## src/rtl/uart_rx.sv

```systemverilog
// Purpose: 8N1-style UART receiver with its own per-bit timer; flags stop-bit errors.
// Latency: data_valid about (DATA_BITS+1)*CLKS_PER_BIT + CLKS_PER_BIT/2 + 3 cycles after the start edge.
// Backpressure: none; data_valid and frame_err are single-cycle pulses with no ready.
module uart_rx #(
  parameter int CLKS_PER_BIT = 5208,
  parameter int DATA_BITS    = 8
) (
  input  logic                 clk,
  input  logic                 reset,
  input  logic                 rx,
  output logic [DATA_BITS-1:0] data_out,
  output logic                 data_valid,
  output logic                 frame_err,
  output logic                 busy
);

  localparam int CW = (CLKS_PER_BIT > 1) ? $clog2(CLKS_PER_BIT) : 1;
  localparam int IW = (DATA_BITS > 1) ? $clog2(DATA_BITS) : 1;
  localparam logic [CW-1:0] CNT_LAST = CW'(CLKS_PER_BIT - 1);
  localparam logic [CW-1:0] CNT_HALF = CW'(CLKS_PER_BIT / 2 - 1);
  localparam logic [IW-1:0] IDX_LAST = IW'(DATA_BITS - 1);

  typedef enum logic [2:0] {
    IDLE  = 3'd0,
    START = 3'd1,
    DATA  = 3'd2,
    STOP  = 3'd3,
    BRK   = 3'd4
  } state_t;

  state_t               state, state_nxt;
  logic [CW-1:0]        clk_cnt, clk_cnt_nxt;
  logic [IW-1:0]        bit_idx, bit_idx_nxt;
  logic [DATA_BITS-1:0] shreg, shreg_nxt;
  logic [DATA_BITS-1:0] data_out_nxt;
  logic                 data_valid_nxt;
  logic                 frame_err_nxt;
  logic                 rx_meta, rx_s;

  // Two-flop synchroniser; reset to the idle (high) line level.
  always_ff @(posedge clk or negedge reset) begin
    if (!reset) begin
      rx_meta <= 1'b1;
      rx_s    <= 1'b1;
    end else begin
      rx_meta <= rx;
      rx_s    <= rx_meta;
    end
  end

  always_ff @(posedge clk or negedge reset) begin
    if (!reset) begin
      state      <= IDLE;
      clk_cnt    <= '0;
      bit_idx    <= '0;
      shreg      <= '0;
      data_out   <= '0;
      data_valid <= 1'b0;
      frame_err  <= 1'b0;
      busy       <= 1'b0;
    end else begin
      state      <= state_nxt;
      clk_cnt    <= clk_cnt_nxt;
      bit_idx    <= bit_idx_nxt;
      shreg      <= shreg_nxt;
      data_out   <= data_out_nxt;
      data_valid <= data_valid_nxt;
      frame_err  <= frame_err_nxt;
      busy       <= (state_nxt != IDLE);
    end
  end

  always_comb begin
    state_nxt      = state;
    clk_cnt_nxt    = clk_cnt;
    bit_idx_nxt    = bit_idx;
    shreg_nxt      = shreg;
    data_out_nxt   = data_out;
    data_valid_nxt = 1'b0;
    frame_err_nxt  = 1'b0;
    case (state)
      IDLE: begin
        clk_cnt_nxt = '0;
        if (!rx_s) state_nxt = START;
      end
      START: begin
        if (clk_cnt == CNT_HALF) begin
          clk_cnt_nxt = '0;
          // Line back high at mid start bit means a glitch, not a frame.
          if (!rx_s) begin
            state_nxt   = DATA;
            bit_idx_nxt = '0;
          end else begin
            state_nxt = IDLE;
          end
        end else begin
          clk_cnt_nxt = clk_cnt + CW'(1);
        end
      end
      DATA: begin
        if (clk_cnt == CNT_LAST) begin
          clk_cnt_nxt        = '0;
          shreg_nxt[bit_idx] = rx_s;
          if (bit_idx == IDX_LAST) state_nxt = STOP;
          else                     bit_idx_nxt = bit_idx + IW'(1);
        end else begin
          clk_cnt_nxt = clk_cnt + CW'(1);
        end
      end
      STOP: begin
        if (clk_cnt == CNT_LAST) begin
          clk_cnt_nxt = '0;
          if (rx_s) begin
            data_out_nxt   = shreg;
            data_valid_nxt = 1'b1;
            state_nxt      = IDLE;
          end else begin
            frame_err_nxt = 1'b1;
            state_nxt     = BRK;
          end
        end else begin
          clk_cnt_nxt = clk_cnt + CW'(1);
        end
      end
      BRK: begin
        clk_cnt_nxt = '0;
        if (rx_s) state_nxt = IDLE;
      end
      default: begin
        state_nxt   = IDLE;
        clk_cnt_nxt = '0;
      end
    endcase
  end

endmodule
```

## config.mk

```make
export PLATFORM = sky130hd
export DESIGN_NAME = uart_rx
export DESIGN_NICKNAME = d
export VERILOG_FILES = /design/src/rtl/uart_rx.sv
export SDC_FILE = /design/constraint.sdc
export NUM_CORES = 1
export LEC_CHECK = 0
export ABC_CLOCK_PERIOD_IN_PS = 2500
export CORE_MARGIN = 5
export CORE_UTILIZATION = 50
export CTS_CLUSTER_SIZE = 20
export DETAILED_ROUTE_END_ITERATION = 8
export PLACE_DENSITY = 0.78
export SLEW_MARGIN = 15
export SYNTH_ARGS = -nofsm -noshare
export SYNTH_HDL_FRONTEND = slang
export SYNTH_SLANG_ARGS = --single-unit
```

## constraint.sdc

```tcl
create_clock -name clk -period 2.5 [get_ports clk]
set_input_delay 0.375 -clock clk [delete_from_list [all_inputs] [get_ports clk]]
set_output_delay 0.375 -clock clk [all_outputs]
set_load 0.02 [all_outputs]
```

======== Word-level counts from Yosys, hierarchy flattened ========
Index checks and enable logic that the tools add are counted.
cells by class
  equal/unequal tests ..................... 11
  mux-type cells .......................... 26
  magnitude comparators ................... 2
  $add $sub $neg .......................... 2
  reductions and logical operators ........ 8
operator list
  cell                   number
  $mux 3                 11
  $mux 13                2
  $pmux 13 s2            1
  $pmux 3 s5             1
  $add 13x1->13 const B  1
  $eq 13x12->1 const B   1
  $eq 13x13->1 const B   1
  $bwmux 8               1
  $ne 2x2->1 const B     4
  $mux 1                 7
  $eq 3x2->1 const B     2
  $eq 3x3->1 const B     2
  $pmux 3 s2             1
  $reduce_and 5->1       1
  $lt 3x4->1 const B     1
  $add 3x1->3 const B    1
  $demux 1 s3            1
  $eq 3x1->1 const B     1
  $ge 3x1->1 const B     1
  $logic_not 3->1        1
  $reduce_and 3->1       1
  $reduce_bool 3->1      1
  $mux 2                 1
  $reduce_and 2->1       1
  other kinds (3)        3
word-level totals
  input bits .............................. 3
  output and inout bits ................... 11
  logic and storage cells ................. 59
  register bits after elaboration ......... 40

======== Logic depth before layout (Yosys ltp) ========
  depth in word-level cells ............... 5
  mapped depth ............................ 6
  depth with buffers taken out ............ 6

======== Least setup slack after synthesis ========
No wires, ideal clock.
  path kind ............................... flip-flop to flip-flop
  start ................................... register clk_cnt[0]
  end ..................................... register shreg[0]
  data required time ...................... 2.375 ns
  slack ................................... 0.687 ns
  stages on the path, launching flop included .. 6
  setup time .............................. 0.125 ns
  buffers on the path ..................... 0
  arrival time ............................ 1.688 ns
  path through ............................ dfrtp_1 ha_1 and4bb_4 nand4_4 nor4b_1 mux2_2
between the ends
  longest elaborated chain between the ends .. 2
ends and longest elaborated chain
  element                            RTL line  text
  start: declaration                 32        logic [CW-1:0] clk_cnt, clk_cnt_nxt;
  start signal: assignment           63        clk_cnt <= clk_cnt_nxt;
  $eq 13x13->1                       101       if (clk_cnt == CNT_LAST) begin
  $reduce_and 2->1 (no source line)  --
  end signal: assignment             65        shreg <= shreg_nxt;
  end: declaration                   34        logic [DATA_BITS-1:0] shreg, shreg_nxt;
No other way between the ends.
A chain may end at the register's enable or synchronous reset.

======== Worst setup path after layout ========
Ends and elaborated chain as after synthesis.

==> flow_results.org <==
** Run status
- Result of the run :: completed

** Timing
- Share of the clock period used by the worst path :: 82.74%
- Max-slew headroom at the worst pin :: 43.39%
- Setup repair after global routing left no endpoint under its margin.
- Summed over all failing endpoints, the final setup total negative slack is 0 ns.
- Fmax :: 483.5 MHz
- Final worst hold slack :: 0.1815 ns
- The final-report hold violation count came to 0.
- Slew at the pin with the worst max-slew slack :: 0.8491 ns
- The number of pins with negative max-slew slack in the final report came to 0.
- Post-route clock skew :: 0.009685 ns
- Setup violations remaining at the end of the flow were counted as 0.
- Final critical path time including I/O delays and setup :: 2.068 ns

** Clock network
- After clock tree synthesis, the clock-pin slew on the worst setup and hold paths is 0.08 ns.
- Total setup buffers inserted after CTS :: 0
- After clock tree synthesis, the repair step resized 0 gates.
- The cell sitting at the root of the clock tree is a sky130_fd_sc_hd__clkbuf_8.
- The clock net in this run drives a total of 40 sinks.
- Later-pin clock latency in the skew report :: 0.30 ns
- For this design, the CTS-stage hold fixing added 0 buffers.
- In this run the deepest clock path goes through 2 buffers.
- Counting the buffers created by CTS gives 5.
- The clock tree synthesis step divided the H-tree into 2 levels.
- TritonCTS clock tree :: yes

** Global routing
- The first global-routing pass estimated 5.920 mm of wire.
- After global routing the overflow that remains totals 0.
- Largest net degree at the start of global routing :: 41
- Global routing used 14.50% of the available tracks.
- Vias in the first global route :: 1285
- The number of antenna violations at the first check in global routing came to 0.

** Drt
- Number of nets still failing antenna checks after routing :: 0
- Vias per std cell :: 5.707
- Via Count :: 1284
- Dividing the detail-routed wire length by the instance count gives 14.77 um.
- Detailed Routing Iterations Pass 1 :: 4
- Total length of routed wires :: 3.324 mm
- For this run, design rule violations remaining after detail routing come to 0.
- First DRT Iteration DRCs :: 88

** Critical path
- Critical path arrival :: 2.25 ns
- Along the worst path, the maximum fanout reaches 10.
- Traced cell by cell, the critical path runs through ha_1 -> and4bb_4 -> nand4_4 -> nor4b_1 -> mux2_2.
- Biggest cell delay along the critical path :: 0.42 ns
- The critical path in this run is classified as register to register.
- Type of element capturing the critical path :: register
- The worst setup path is launched from a register.
- The slowest stage of the critical path belongs to the cell sky130_fd_sc_hd__dfrtp_1.
- Required arrival time at the worst endpoint :: 2.68 ns

** Logic synthesis
- Synth Area per Inst :: 11.94 um^2
- The synthesized design contains 40 register bits.
- Counting every net in the synthesized netlist gives 167.
- Gate count after technology mapping :: 161
- Netlist cell types :: 35
- Netlist area before placement :: 1923 um^2
- The Yosys step of the flow raised 0 warnings.
- Of the synthesized area, sequential elements account for 52.18%.

** Floorplanning
- Measured along the y axis, the die boundary spans 72.02 um.
- I/O pins :: 14
- Die Outline Area :: 5186 um^2
- Row generation in the floorplan step produced 22 rows.
- Once the floorplan was initialized, standard cells occupied 52.14% of the core.
- Placeable Area :: 3689 um^2
- From left edge to right edge, the die measures 72.02 um.

** Placed design
- Port bufs :: 13
- The congestion estimate from routability-driven global placement came to 0.8300.
- After legalization and detailed placement, the total HPWL measured 2.384 mm.

** Cells and area
- 0 antenna diodes ended up in the layout.
- Share of layout cells above drive strength 1 :: 20.34%
- Layout area overhead :: 14.44%
- Fill cells :: 297
- At the end of the flow, the number of nets in the layout was 182.

** Run
- # Max-Cap Violations :: 0

** Pwr
- Power density over cell area :: 561.9 nW/um^2
- For this design the static power due to leakage is 0.001018 uW.
- Maximum vdd drop :: 422.5 uV

** Hold path
- Classification of the worst-slack hold path :: primary input to asynchronous set/reset pin
[kinds of logic after synthesis]
logic type               count (synthesis)  synth area share [%]
AO/OA/AOI/OAI                           13                 5.856
XOR/XNOR                                11                 5.010
adder cells (fa/ha/maj)                  3                 1.952
buffers and inverters                    9                 2.537
flip-flops                              40                 52.18
multiplexers                            17                 9.954
AND/OR/NAND/NOR                         68                 22.51
[path summary, 6_finish.rpt]
check                                          start                   end  slack, ns  cells after the start
worst max-delay path            clk_cnt[0]$_DFF_PN0_  shreg[0]$_DFFE_PN0P_       0.43                      5
worst min-delay path                           reset  shreg[1]$_DFFE_PN0P_       0.18                      1
worst max register to register  clk_cnt[0]$_DFF_PN0_  shreg[0]$_DFFE_PN0P_       0.43                      5
worst min register to register     rx_meta$_DFF_PN1_        rx_s$_DFF_PN1_       0.36                      0
max in group asynchronous                      reset  clk_cnt[5]$_DFF_PN0_       1.78                      1
min in group clk                   rx_meta$_DFF_PN1_        rx_s$_DFF_PN1_       0.36                      0
[Yosys cell counts]
| cell | instances | area share [%] |
|---|---|---|
| sky130_fd_sc_hd__a21boi_0 | 1 | 0.39 |
| sky130_fd_sc_hd__a22o_1 | 2 | 0.91 |
| sky130_fd_sc_hd__a31oi_1 | 2 | 0.65 |
| sky130_fd_sc_hd__a32oi_1 | 1 | 0.46 |
| sky130_fd_sc_hd__a32oi_4 | 1 | 1.4 |
| sky130_fd_sc_hd__and2b_1 | 1 | 0.39 |
| sky130_fd_sc_hd__and3_1 | 4 | 1.3 |
| sky130_fd_sc_hd__and4bb_2 | 4 | 2.6 |
| sky130_fd_sc_hd__and4bb_4 | 1 | 0.85 |
| sky130_fd_sc_hd__buf_6 | 2 | 1.2 |
| sky130_fd_sc_hd__clkbuf_1 | 3 | 0.59 |
| sky130_fd_sc_hd__dfrtp_1 | 38 | 49 |
| sky130_fd_sc_hd__dfstp_2 | 2 | 2.7 |
| sky130_fd_sc_hd__ha_1 | 3 | 2.0 |
| sky130_fd_sc_hd__inv_1 | 4 | 0.78 |
| sky130_fd_sc_hd__mux2_2 | 17 | 10 |
| sky130_fd_sc_hd__nand2_1 | 7 | 1.4 |
| sky130_fd_sc_hd__nand2b_1 | 2 | 0.65 |
| sky130_fd_sc_hd__nand3_1 | 8 | 2.1 |
| sky130_fd_sc_hd__nand3b_1 | 1 | 0.39 |
| sky130_fd_sc_hd__nand3b_4 | 1 | 1.0 |
| sky130_fd_sc_hd__nand4_1 | 3 | 0.98 |
| sky130_fd_sc_hd__nand4_4 | 1 | 1.1 |
| sky130_fd_sc_hd__nor2_1 | 16 | 3.1 |
| sky130_fd_sc_hd__nor2b_1 | 3 | 0.98 |
| sky130_fd_sc_hd__nor3_1 | 4 | 1.0 |
| sky130_fd_sc_hd__nor4_1 | 6 | 2.0 |
| sky130_fd_sc_hd__nor4b_1 | 4 | 1.8 |
| sky130_fd_sc_hd__o21ai_0 | 4 | 1.0 |
| sky130_fd_sc_hd__o31ai_1 | 1 | 0.39 |
| sky130_fd_sc_hd__o41a_1 | 1 | 0.59 |
| sky130_fd_sc_hd__or2_1 | 1 | 0.33 |
| sky130_fd_sc_hd__or4b_1 | 1 | 0.52 |
| sky130_fd_sc_hd__xnor2_1 | 5 | 2.3 |
| sky130_fd_sc_hd__xor2_1 | 6 | 2.7 |
[final cells by class]
type	instances	area [um^2]	area share, %
Sequential cell	40	1003	45.59
Multi-Input combinational cell	112	870.8	39.57
Timing Repair Buffer	13	125.1	5.685
Clock buffer	7	96.34	4.377
Tap cell	48	60.06	2.729
Clock inverter	1	30.03	1.364
Inverter	4	15.01	0.6822
[layer usage]
metal | global-route usage [%] | up-vias | routed length, um
met4 | 5.637 | 0 | 74
met3 | 4.709 | 7 | 117
li1 | - | 615 | -
met1 | 17.41 | 642 | 1493
met2 | 24.18 | 20 | 1639
met5 | 0 | - | 0
[power breakdown]
group | total, uW | internal [uW] | leakage (uW) | switching (uW)
Sequential | 653 | 650 | 0.000532 | 3.72
Clock | 569 | 352 | 0.0000645 | 217
Combinational | 14.1 | 2.21 | 0.000422 | 11.9
Total | 1240 | 1000 | 0.00102 | 233
[worst max-delay path: cells and delay by family, from the launching register on]
| family | cells | cell delay, ns |
|---|---|---|
| fa+ha+maj | 1 | 0.29 |
| mux | 1 | 0.38 |
| flops | 1 | 0.42 |
| simple gates | 3 | 0.88 |
[sequential cells by signal (all words and copies together), names as in the netlist]
register and count:
clk_cnt 13, data_out 8, bit_idx 3, rx_meta 1, shreg 8, busy 1
data_valid 1, frame_err 1, rx_s 1, state 3
[per-stage QoR]
stage / area (um^2) / total power [uW] / utilization [%] / worst slack, ns / cells
after floorplan: 1923 / 665.3 / - / 0.6875 / 161
after global placement: 2074 / 680.2 / 56.24 / 0.5352 / 217
after detailed placement: 2074 / 681.4 / 56.24 / 0.4442 / 217
after CTS: 2201 / 1251 / 59.67 / 0.4451 / 225
after global routing: 2201 / 1276 / 59.67 / 0.3324 / 225
final: 2201 / 1237 / 59.67 / 0.4316 / 225
[layout by cell type (no fill, tap or decap), types with 4 or more instances in the layout]
cell and count:
sky130_fd_sc_hd__mux2_2 17, sky130_fd_sc_hd__xor2_1 6, sky130_fd_sc_hd__nand2_1 7, sky130_fd_sc_hd__clkbuf_8 7, sky130_fd_sc_hd__nand3_1 8, sky130_fd_sc_hd__nor4_1 6, sky130_fd_sc_hd__dfrtp_1 38, sky130_fd_sc_hd__nor2_1 16
sky130_fd_sc_hd__clkdlybuf4s50_1 12, sky130_fd_sc_hd__inv_1 4, sky130_fd_sc_hd__and3_1 4, sky130_fd_sc_hd__nor4b_1 4, sky130_fd_sc_hd__and4bb_2 4, sky130_fd_sc_hd__xnor2_1 5, sky130_fd_sc_hd__o21ai_0 4, sky130_fd_sc_hd__nor3_1 4
No activity file was read; power rests on OpenSTA's default activity.
